### src/rtl/multicycle_control.sv
// multicycle_control: multi-cycle MIPS control FSM driving ALU code, operand muxes and datapath enables,
// with a bounded req/ready wait on memory in FETCH, MEMRD and MEMWR.
module multicycle_control #(
   parameter int FETCH_WAIT_MAX = 16
) (
   input  logic       clk,
   input  logic       reset,
   input  logic [5:0] opcode,
   input  logic [5:0] funct,
   input  logic       zero,
   input  logic       mem_ready,
   output logic [3:0] alu_ctrl,
   output logic       alu_src_a,
   output logic [1:0] alu_src_b,
   output logic [1:0] pc_src,
   output logic       pc_en,
   output logic       iord,
   output logic       mem_read,
   output logic       mem_write,
   output logic       ir_write,
   output logic       reg_dst,
   output logic       mem_to_reg,
   output logic       reg_write,
   output logic       illegal_instr,
   output logic       mem_timeout
);
   localparam int WW = $clog2(FETCH_WAIT_MAX + 1);
   typedef enum logic [3:0] {
      S_IDLE, S_FETCH, S_DECODE, S_EXEC_R, S_ALUWB, S_MEMADR, S_MEMRD,
      S_MEMWB, S_MEMWR, S_BRANCH, S_ADDI_EX, S_ADDI_WB, S_JUMP
   } state_t;
   state_t r_state, w_next;
   logic [WW-1:0] r_wait;
   logic w_waiting, w_timeout, w_op_ok, w_funct_ok;
   logic [3:0] w_alu_r;
   assign w_waiting   = r_state inside {S_FETCH, S_MEMRD, S_MEMWR};
   assign w_timeout   = w_waiting && !mem_ready && r_wait == WW'(FETCH_WAIT_MAX - 1);
   assign mem_timeout = w_timeout;
   assign w_op_ok     = opcode inside {6'h00, 6'h23, 6'h2B, 6'h04, 6'h08, 6'h02};
   assign w_funct_ok  = funct inside {6'h24, 6'h25, 6'h20, 6'h22, 6'h2A, 6'h27, 6'h00};
   always_comb
      w_alu_r = funct == 6'h25 ? 4'd1 :
                funct == 6'h20 ? 4'd2 :
                funct == 6'h22 ? 4'd6 :
                funct == 6'h2A ? 4'd7 :
                funct == 6'h27 ? 4'd12 :
                funct == 6'h00 ? 4'd13 : 4'd0;
   always_ff @(posedge clk or posedge reset)
      if (reset) r_state <= S_IDLE;
      else       r_state <= w_next;
   // Any state change or timeout restart counts as entry; the counter only advances while stalled.
   always_ff @(posedge clk or posedge reset)
      if (reset)                                    r_wait <= '0;
      else if (w_next != r_state || w_timeout)      r_wait <= '0;
      else if (w_waiting && !mem_ready && r_wait != WW'(FETCH_WAIT_MAX))
                                                    r_wait <= r_wait + WW'(1);
   always_comb begin
      w_next = S_IDLE;
      case (r_state)
         S_IDLE:    w_next = S_FETCH;
         S_FETCH:   w_next = mem_ready ? S_DECODE : S_FETCH;
         S_DECODE:  w_next = opcode == 6'h00 ? S_EXEC_R :
                             (opcode == 6'h23 || opcode == 6'h2B) ? S_MEMADR :
                             opcode == 6'h04 ? S_BRANCH :
                             opcode == 6'h08 ? S_ADDI_EX :
                             opcode == 6'h02 ? S_JUMP : S_FETCH;
         S_EXEC_R:  w_next = w_funct_ok ? S_ALUWB : S_FETCH;
         S_MEMADR:  w_next = opcode == 6'h23 ? S_MEMRD : S_MEMWR;
         S_MEMRD:   w_next = mem_ready ? S_MEMWB : w_timeout ? S_FETCH : S_MEMRD;
         S_MEMWR:   w_next = (mem_ready || w_timeout) ? S_FETCH : S_MEMWR;
         S_ADDI_EX: w_next = S_ADDI_WB;
         S_ALUWB, S_MEMWB, S_BRANCH, S_ADDI_WB, S_JUMP: w_next = S_FETCH;
         default:   w_next = S_IDLE;
      endcase
   end
   always_comb begin
      alu_ctrl      = 4'd0;
      alu_src_a     = 1'b0;
      alu_src_b     = 2'd0;
      pc_src        = 2'd0;
      pc_en         = 1'b0;
      iord          = 1'b0;
      mem_read      = 1'b0;
      mem_write     = 1'b0;
      ir_write      = 1'b0;
      reg_dst       = 1'b0;
      mem_to_reg    = 1'b0;
      reg_write     = 1'b0;
      illegal_instr = 1'b0;
      case (r_state)
         S_FETCH:   begin mem_read = 1'b1; alu_src_b = 2'd1; alu_ctrl = 4'd2; ir_write = mem_ready; pc_en = mem_ready; end
         S_DECODE:  begin alu_src_b = 2'd3; alu_ctrl = 4'd2; illegal_instr = !w_op_ok; end
         S_EXEC_R:  begin alu_src_a = 1'b1; alu_ctrl = w_alu_r; illegal_instr = !w_funct_ok; end
         S_ALUWB:   begin reg_write = 1'b1; reg_dst = 1'b1; end
         S_MEMADR:  begin alu_src_a = 1'b1; alu_src_b = 2'd2; alu_ctrl = 4'd2; end
         S_MEMRD:   begin mem_read = 1'b1; iord = 1'b1; end
         S_MEMWB:   begin reg_write = 1'b1; mem_to_reg = 1'b1; end
         S_MEMWR:   begin mem_write = 1'b1; iord = 1'b1; end
         S_BRANCH:  begin alu_src_a = 1'b1; alu_ctrl = 4'd6; pc_src = 2'd1; pc_en = zero; end
         S_ADDI_EX: begin alu_src_a = 1'b1; alu_src_b = 2'd2; alu_ctrl = 4'd2; end
         S_ADDI_WB: reg_write = 1'b1;
         S_JUMP:    begin pc_src = 2'd2; pc_en = 1'b1; end
         default:   ;
      endcase
   end
endmodule

### config.mk
export PLATFORM = sky130hd
export DESIGN_NAME = multicycle_control
export DESIGN_NICKNAME = d
export VERILOG_FILES = /design/src/rtl/multicycle_control.sv
export SDC_FILE = /design/constraint.sdc
export NUM_CORES = 1
export LEC_CHECK = 0
export BUFFER_PORTS_ARGS = -buffer_cell sky130_fd_sc_hd__buf_2
export CAP_MARGIN = 20
export CORE_UTILIZATION = 50
export CTS_CLUSTER_SIZE = 12
export DETAILED_ROUTE_END_ITERATION = 12
export PLACE_DENSITY = 0.78
export SYNTH_ARGS = -nofsm -noshare
export SYNTH_HDL_FRONTEND = slang
export SYNTH_SLANG_ARGS = --single-unit
### constraint.sdc
create_clock -name clk -period 3.6 [get_ports clk]
set_input_delay 0 -clock clk [delete_from_list [all_inputs] [get_ports clk]]
set_output_delay 0 -clock clk [all_outputs]
set_load 0.01 [all_outputs]
==> summary.md, run 1 <==
### Clock network
* 3 — CTS buffer count
* 0.06 ns — clock-pin slew reported for the worst setup and hold paths after clock tree synthesis
* 1 — H-tree lvl count
* 9 — # clock sinks
* 0 — PostCTS Resize Cnt
* 2 — buffer levels on the longest clock path
* 0.27 ns — Skew-Pair Late Insertion Delay
* sky130_fd_sc_hd__clkbuf_4 — library cell used as clock root buffer
* 1 — count of hold-fix buffers inserted at cts
* 0 — post-CTS setup-driven buffer insertion count
* yes — TritonCTS clock tree

### Worst setup path
* 2.46 ns — data arrival at the endpoint of the critical path
* register — kind of launch point of the worst setup path
* ha_1 > and3_1 > ha_1 > or2_1 > o311ai_1 > a221o_1 > a21oi_2 > a2111oi_2 — Cell Chain, Critical Path
* register — Worst setup EP type
* 5 — largest fanout on the critical path
* r_wait[0] — source of the critical timing path
* r_wait[0] — reg-to-reg startpoint
* 0.43 ns — slowest stage delay, CP
* reg2reg — Crit Path Class
* sky130_fd_sc_hd__ha_1 — cell occurring most often along the worst timing path
* 3.76 ns — required time of the critical path
* sky130_fd_sc_hd__dfrtp_1 — Max stage delay cell, worst path

### Global routing
* 26.7% — overall fraction of global-route tracks in use
* 23 — largest net degree at the start of global routing
* 0 — initial antenna violation count
* 1,152 — vias in the first global route
* 0 — total global routing overflow
* 5.13 mm — first-pass GRT wire length

### Min path
* funct[4] — Hold Path Origin
* in2reg — worst min-delay path category

### Timing
* 0 — Hold Fails Final Rpt
* 0.000578 ns — Setup Skew
* 0 ns — Setup TNS Final
* no — RSZ-0062 raised after global routing
* 64.0% — period utilization
* 0.705 ns — slew at the pin closest to its max-slew limit
* 434 MHz — Fmax achieved
* 2.30 ns — clock period minus worst slack
* 53.0% — Max-slew headroom
* 0 — Final Slew Violations
* 1.30 ns — Worst Setup Slack, final
* 0 — final-report setup violation count

### Detailed routing
* 2.92 mm — Detailed Route WL
* 55 — DRC marker count from the first detailed-route iteration
* 0 — drc violations
* 0 — Post-DRT Antenna Nets
* 6.02 — average via count per standard cell
* 1,289 — number of vias in the routed layout
* 4 — router iterations before antenna repair
* 13.6 um — per-cell routed wire length

### Logic synthesis
* 1130 sq um — Netlist Area Pre-Place
* 0 — yosys warns
* sky130_fd_sc_hd__nor2_1 — count leader, synth
* 7.20 sq um — Post-Synthesis Mean Instance Area
* sky130_fd_sc_hd__nor2_1 (19), sky130_fd_sc_hd__nor3_1 (13), sky130_fd_sc_hd__nand2_1 (12) — most numerous cell types in the synthesized netlist
* 9 — number of flip-flops and latches in the synthesized netlist
* 0 — number of enable-type register cells in the synthesized netlist
* sky130_fd_sc_hd__dfrtp_1 — dominant synthesized flop cell
* 19.9% — sequential-to-total area share from yosys stat
* sky130_fd_sc_hd__dfrtp_1 (20%), sky130_fd_sc_hd__nor2_1 (6.3%), sky130_fd_sc_hd__nor3_1 (5.8%) — largest cells by area after synthesis
* 100% — share of synthesized flip-flops with an asynchronous set or reset
* 157 — post-synthesis cell count
* sky130_fd_sc_hd__dfrtp_1 — library cell occupying the most area in the post-synthesis netlist
* 19.9% — share of Yosys cell area claimed by the top area cell type
* 54 — number of distinct standard cells referenced by the synthesized netlist
* 176 — number of nets produced by synthesis

### Outcome
* finished, final reports clean — outcome

### Job
* 0 — max cap viols

### Power
* 0.000286 V — Max IR drop VDD
* 498 nW/um^2 — Pwr Density
* 0.613 nW — Leak Pwr
* 0.658 mW — final total power

### Floorplan
* 2040 sq um — core box area
* 49.5 um — die extent in x
* 49.5 um — height of the die
* 16 — count of standard-cell rows
* 55.3% — Starting Density
* 35 — top-level I/O count
* 2450 sq um — full die area

### Placement
* 2.24 mm — HPWL Detailed
* 1.34 ns — minimum setup slack after placement
* 34 — number of buffers added on ports
* 1280 sq um — area of placed instances
* 0.957 — final weighted congestion in routability-driven placement

### Finish
* 17.1% — area grow syn2layout
* 25.7% — share of post-route cells with drive strength above 1
* 0 — diodes inserted
* 1320 sq um — final standard cell area without fillers
* 196 — Fill cells
* 207 — # nets final
* 822 sq um — area used by multi-input combinational logic
* 225 sq um — area used by sequential logic in the layout

## worst paths after layout
path                       slack, ns    endpoint  cells past startpoint
hold / removal                  0.16  r_state[2]                      4
max in group asynchronous       3.12   r_wait[1]                      3
setup reg to reg                1.30   r_wait[4]                      8
hold reg to reg                 0.60   r_wait[3]                      2
min in group asynchronous       0.23   r_wait[4]                      3
setup / recovery                1.30   r_wait[4]                      8
## through the flow
step                hold slack (ns)  utilization, %  instances
CTS                           0.157            64.8        214
detailed placement          -0.0223            62.9        209
global placement            -0.0305            62.9        209
floorplan                    -0.172               -        157
finish                        0.165            64.8        214
global route                  0.194            64.8        214
## registers in the layout, summed over array words and instances (netlist names)
name     count
r_state      4
r_wait       5
## cells in the final DEF (no fill, tap or decap), types with 3 or more instances in the layout
cell,n
sky130_fd_sc_hd__o21ai_0,10
sky130_fd_sc_hd__a21oi_1,10
sky130_fd_sc_hd__inv_1,9
sky130_fd_sc_hd__a21o_1,3
sky130_fd_sc_hd__and2b_1,3
sky130_fd_sc_hd__nand3_1,4
sky130_fd_sc_hd__nand2_1,12
sky130_fd_sc_hd__and3_1,5
sky130_fd_sc_hd__nor3_1,13
sky130_fd_sc_hd__ha_1,3
sky130_fd_sc_hd__buf_2,34
sky130_fd_sc_hd__clkbuf_4,3
sky130_fd_sc_hd__dfrtp_1,9
sky130_fd_sc_hd__nor2_1,19
sky130_fd_sc_hd__nand2b_1,4
sky130_fd_sc_hd__nor4_1,3
## routing by layer
layer	GRT usage (%)	routed length (um)	share of wire [%]	vias up
met3	6.17	222	7.6	4
met4	4.76	22	0.75	0
met1	39.0	1310	45	591
met5	0	0	0	-
li1	-	-	-	636
met2	40.1	1360	47	58
## layout make-up
cell class	instances	share of cell area (%)
inverter	9	2.55
multi-input combinational	130	62.2
sequential	9	17.0
timing repair buffer	35	13.6
clock inverter	1	0.378
tap	27	2.55
clock buffer	3	1.70
## critical path: cells and delay by family (launching register included)
kind | cells | cell delay [ns]
AO/OA/AOI/OAI | 4 | 0.92
flip-flops | 1 | 0.43
AND/OR/NAND/NOR | 2 | 0.43
adder cells (fa/ha/maj) | 2 | 0.41
## logic make-up (layout without fill, tap and decap cells)
family | after synthesis | count (layout) | share of synthesized area [%]
muxes | 2 | 2 | 1.77
buffers and inverters | 18 | 48 | 7.31
DFF | 9 | 9 | 19.9
xor gates and xnor gates | 4 | 4 | 3.77
AOI/OAI and AO/OA | 44 | 44 | 27.8
adders and majority gates | 3 | 3 | 3.32
and+or+nand+nor | 77 | 77 | 36.1
## power by group
part | total [mW] | switching [mW] | internal (mW)
registers | 0.190 | 0.0709 | 0.119
clock network | 0.0806 | 0.0394 | 0.0412
logic | 0.388 | 0.226 | 0.162
(Power assumes the default switching activity.)
==> inputs of run 2 (changes only) <==
- ABC_AREA: unset -> 1
- clock period: 3.6 -> 2.39 ns (I/O delays scaled with it)
==> summary.md, run 2 <==
### Outcome
* finished, final reports clean — outcome, unchanged

### Floorplan
* 2190 sq um — core box area, was 2040 sq um
* 35 — top-level I/O count, unchanged
* 52.9% — Starting Density, was 55.3%
* 17 — count of standard-cell rows, was 16
* 2520 sq um — full die area, was 2450 sq um
* 50.2 um — die extent in x, was 49.5 um
* 50.2 um — height of the die, was 49.5 um

### Global routing
* 10 — largest net degree at the start of global routing, was 23
* 4.66 mm — first-pass GRT wire length, was 5.13 mm
* 0 — total global routing overflow, unchanged
* 24.5% — overall fraction of global-route tracks in use, was 26.7%
* 1,128 — vias in the first global route, was 1,152
* 0 — initial antenna violation count, unchanged

### Detailed routing
* 5.02 — average via count per standard cell, was 6.02
* 35 — DRC marker count from the first detailed-route iteration, was 55
* 0 — drc violations, unchanged
* 10.1 um — per-cell routed wire length, was 13.6 um
* 2.61 mm — Detailed Route WL, was 2.92 mm
* 1,291 — number of vias in the routed layout, was 1,289
* 4 — router iterations before antenna repair, unchanged
* 0 — Post-DRT Antenna Nets, unchanged

### Finish
* 236 — Fill cells, was 196
* 5 — number of flip-flops under the largest register name, unchanged
* r_wait — Largest Register, unchanged
* 773 sq um — area used by multi-input combinational logic, was 822 sq um
* 20.8% — area grow syn2layout, was 17.1%
* 0 — diodes inserted, unchanged
* sky130_fd_sc_hd__inv_1 — most common cell after layout, fill and taps aside, was sky130_fd_sc_hd__buf_2
* 249 — # nets final, was 207
* 32.3% — share of post-route cells with drive strength above 1, was 25.7%
* r_wait: 5 flops, r_state: 4 flops — top flop regs, unchanged
* 225 sq um — area used by sequential logic in the layout, unchanged
* sky130_fd_sc_hd__inv_1 (35), sky130_fd_sc_hd__buf_2 (34), sky130_fd_sc_hd__nand2_1 (33) — most used cells in the layout excluding fill and tap cells, was sky130_fd_sc_hd__buf_2 (34), sky130_fd_sc_hd__nor2_1 (19), sky130_fd_sc_hd__nor3_1 (13)

### Clock network
* 0.26 ns — Skew-Pair Late Insertion Delay, was 0.27 ns
* 1 — H-tree lvl count, unchanged
* 0.06 ns — clock-pin slew reported for the worst setup and hold paths after clock tree synthesis, about the same
* 0 — PostCTS Resize Cnt, unchanged
* 2 — buffer levels on the longest clock path, unchanged
* 3 — CTS buffer count, unchanged
* 1 — count of hold-fix buffers inserted at cts, unchanged
* yes — TritonCTS clock tree, unchanged
* 9 — # clock sinks, unchanged
* 0 — post-CTS setup-driven buffer insertion count, unchanged
* sky130_fd_sc_hd__clkbuf_4 — library cell used as clock root buffer, unchanged

### Logic synthesis
* 100% — share of synthesized flip-flops with an asynchronous set or reset, unchanged
* 0 — number of enable-type register cells in the synthesized netlist, unchanged
* sky130_fd_sc_hd__inv_1 (35), sky130_fd_sc_hd__nand2_1 (33), sky130_fd_sc_hd__nor2_1 (27) — most numerous cell types in the synthesized netlist, was sky130_fd_sc_hd__nor2_1 (19), sky130_fd_sc_hd__nor3_1 (13), sky130_fd_sc_hd__nand2_1 (12)
* 209 — number of nets produced by synthesis, was 176
* sky130_fd_sc_hd__dfrtp_1 — dominant synthesized flop cell, unchanged
* 19.4% — share of Yosys cell area claimed by the top area cell type, was 19.9%
* 0 — yosys warns, unchanged
* sky130_fd_sc_hd__dfrtp_1 (19%), sky130_fd_sc_hd__inv_1 (11%), sky130_fd_sc_hd__nand2_1 (11%) — largest cells by area after synthesis, was sky130_fd_sc_hd__dfrtp_1 (20%), sky130_fd_sc_hd__nor2_1 (6.3%), sky130_fd_sc_hd__nor3_1 (5.8%)
* 19.4% — sequential-to-total area share from yosys stat, was 19.9%
* sky130_fd_sc_hd__dfrtp_1 — library cell occupying the most area in the post-synthesis netlist, unchanged
* 9 — number of flip-flops and latches in the synthesized netlist, unchanged
* 1160 sq um — Netlist Area Pre-Place, was 1130 sq um
* 6.10 sq um — Post-Synthesis Mean Instance Area, was 7.20 sq um
* sky130_fd_sc_hd__inv_1 — count leader, synth, was sky130_fd_sc_hd__nor2_1
* 23 — number of distinct standard cells referenced by the synthesized netlist, was 54
* 190 — post-synthesis cell count, was 157

### Worst setup path
* 2.57 ns — required time of the critical path, was 3.76 ns
* register — kind of launch point of the worst setup path, unchanged
* reg2reg — Crit Path Class, unchanged
* register — Worst setup EP type, unchanged
* 2.09 ns — data arrival at the endpoint of the critical path, was 2.46 ns
* 5 — largest fanout on the critical path, unchanged

### Job
* 0 — max cap viols, unchanged

### Placement
* 34 — number of buffers added on ports, unchanged
* 2.21 mm — HPWL Detailed, was 2.24 mm
* 0.844 — final weighted congestion in routability-driven placement, was 0.957

### Timing
* 0.00117 ns — Setup Skew, was 0.000578 ns
* 525 MHz — Fmax achieved, was 434 MHz
* 0 — Final Slew Violations, unchanged
* 74.8% — Max-slew headroom, was 53.0%
* 79.7% — period utilization, was 64.0%
* 0.374 ns — slew at the pin closest to its max-slew limit, was 0.705 ns
* 0 ns — Setup TNS Final, unchanged
* 0 — Hold Fails Final Rpt, unchanged
* 1.91 ns — clock period minus worst slack, was 2.30 ns
* 0 — final-report setup violation count, unchanged
* no — RSZ-0062 raised after global routing, unchanged

### Min path
* in2reg — worst min-delay path category, unchanged

### Power
* 0.938 mW — final total power, was 0.658 mW
* 669 nW/um^2 — Pwr Density, was 498 nW/um^2
* 0.806 nW — Leak Pwr, was 0.613 nW
* 0.000435 V — Max IR drop VDD, was 0.000286 V

==> run 2: cell count changes after synthesis, sizes merged, moves of 5 or more <==
cell	change
inv	+34
a21oi	-7
nand2	+28
nand3	+20
and3	-5
nor3	-9
nor2	+20
buf	-6
==> run 2: worst max-delay path, cell delays in order, from the launching register on <==
cell and delay [ns]:
sky130_fd_sc_hd__dfrtp_1 0.40, sky130_fd_sc_hd__ha_1 0.16, sky130_fd_sc_hd__inv_1 0.06, sky130_fd_sc_hd__nor3_1 0.13
sky130_fd_sc_hd__ha_1 0.17, sky130_fd_sc_hd__inv_1 0.07, sky130_fd_sc_hd__o21ai_0 0.33, sky130_fd_sc_hd__nand4_1 0.17
sky130_fd_sc_hd__nand2_2 0.11, sky130_fd_sc_hd__nand3_4 0.12, sky130_fd_sc_hd__nor3_2 0.12
==> run 2: cell families (layout without fill, tap and decap cells) <==
logic type,Yosys count,in the layout,share of synthesized area (%)
fa+ha+maj,3,3,3.24
compound gates,13,13,6.47
xor+xnor,3,3,2.27
buf+inv,43,82,13.9
flops,9,9,19.4
simple gates,119,119,54.7
==> run 2: area by class of cell <==
| cell class | instances | area share, % |
|---|---|---|
| clock buffer | 4 | 1.88 |
| inverter | 43 | 11.5 |
| multi-input combinational | 138 | 55.2 |
| sequential | 9 | 16.1 |
| tap | 28 | 2.50 |
| timing repair buffer | 35 | 12.9 |
==> run 2: power breakdown <==
group | total, mW | internal (mW) | switching (mW) | leakage, nW
combinational | 0.610 | 0.215 | 0.395 | 0.669
clock | 0.115 | 0.0642 | 0.0504 | 0.0150
sequential | 0.214 | 0.176 | 0.0382 | 0.122
total | 0.938 | 0.455 | 0.483 | 0.806
==> run 2: metrics by stage <==
stage / hold slack (ns) / cell area [sq um] / util (%) / setup slack (ns) / cells
floorplan: -0.172 / 1160 / - / 0.671 / 190
global placement: -0.0330 / 1370 / 62.3 / 0.566 / 252
detailed placement: -0.0333 / 1370 / 62.3 / 0.494 / 252
CTS: 0.126 / 1400 / 64.0 / 0.479 / 257
global route: 0.165 / 1400 / 64.0 / 0.212 / 257
finish: 0.161 / 1400 / 64.0 / 0.484 / 257
==> run 2: final timing paths <==
kind	start	endpoint	slack (ns)	depth (start not counted)
setup / recovery	r_wait[0]	r_wait[4]	0.48	10
hold / removal	mem_ready	r_state[1]	0.16	5
setup reg to reg	r_wait[0]	r_wait[4]	0.48	10
hold reg to reg	r_wait[4]	r_wait[4]	0.67	4
max in group asynchronous	reset	r_wait[4]	1.89	3
min in group asynchronous	reset	r_state[2]	0.26	3
==> run 2: layer usage <==
metal / track usage, % / vias up / share of wire (%)
li1: - / 683 / -
met1: 31.9 / 564 / 46
met2: 39.1 / 40 / 47
met3: 5.76 / 4 / 5.9
met4: 8.57 / 0 / 1.3
met5: 0 / - / 0
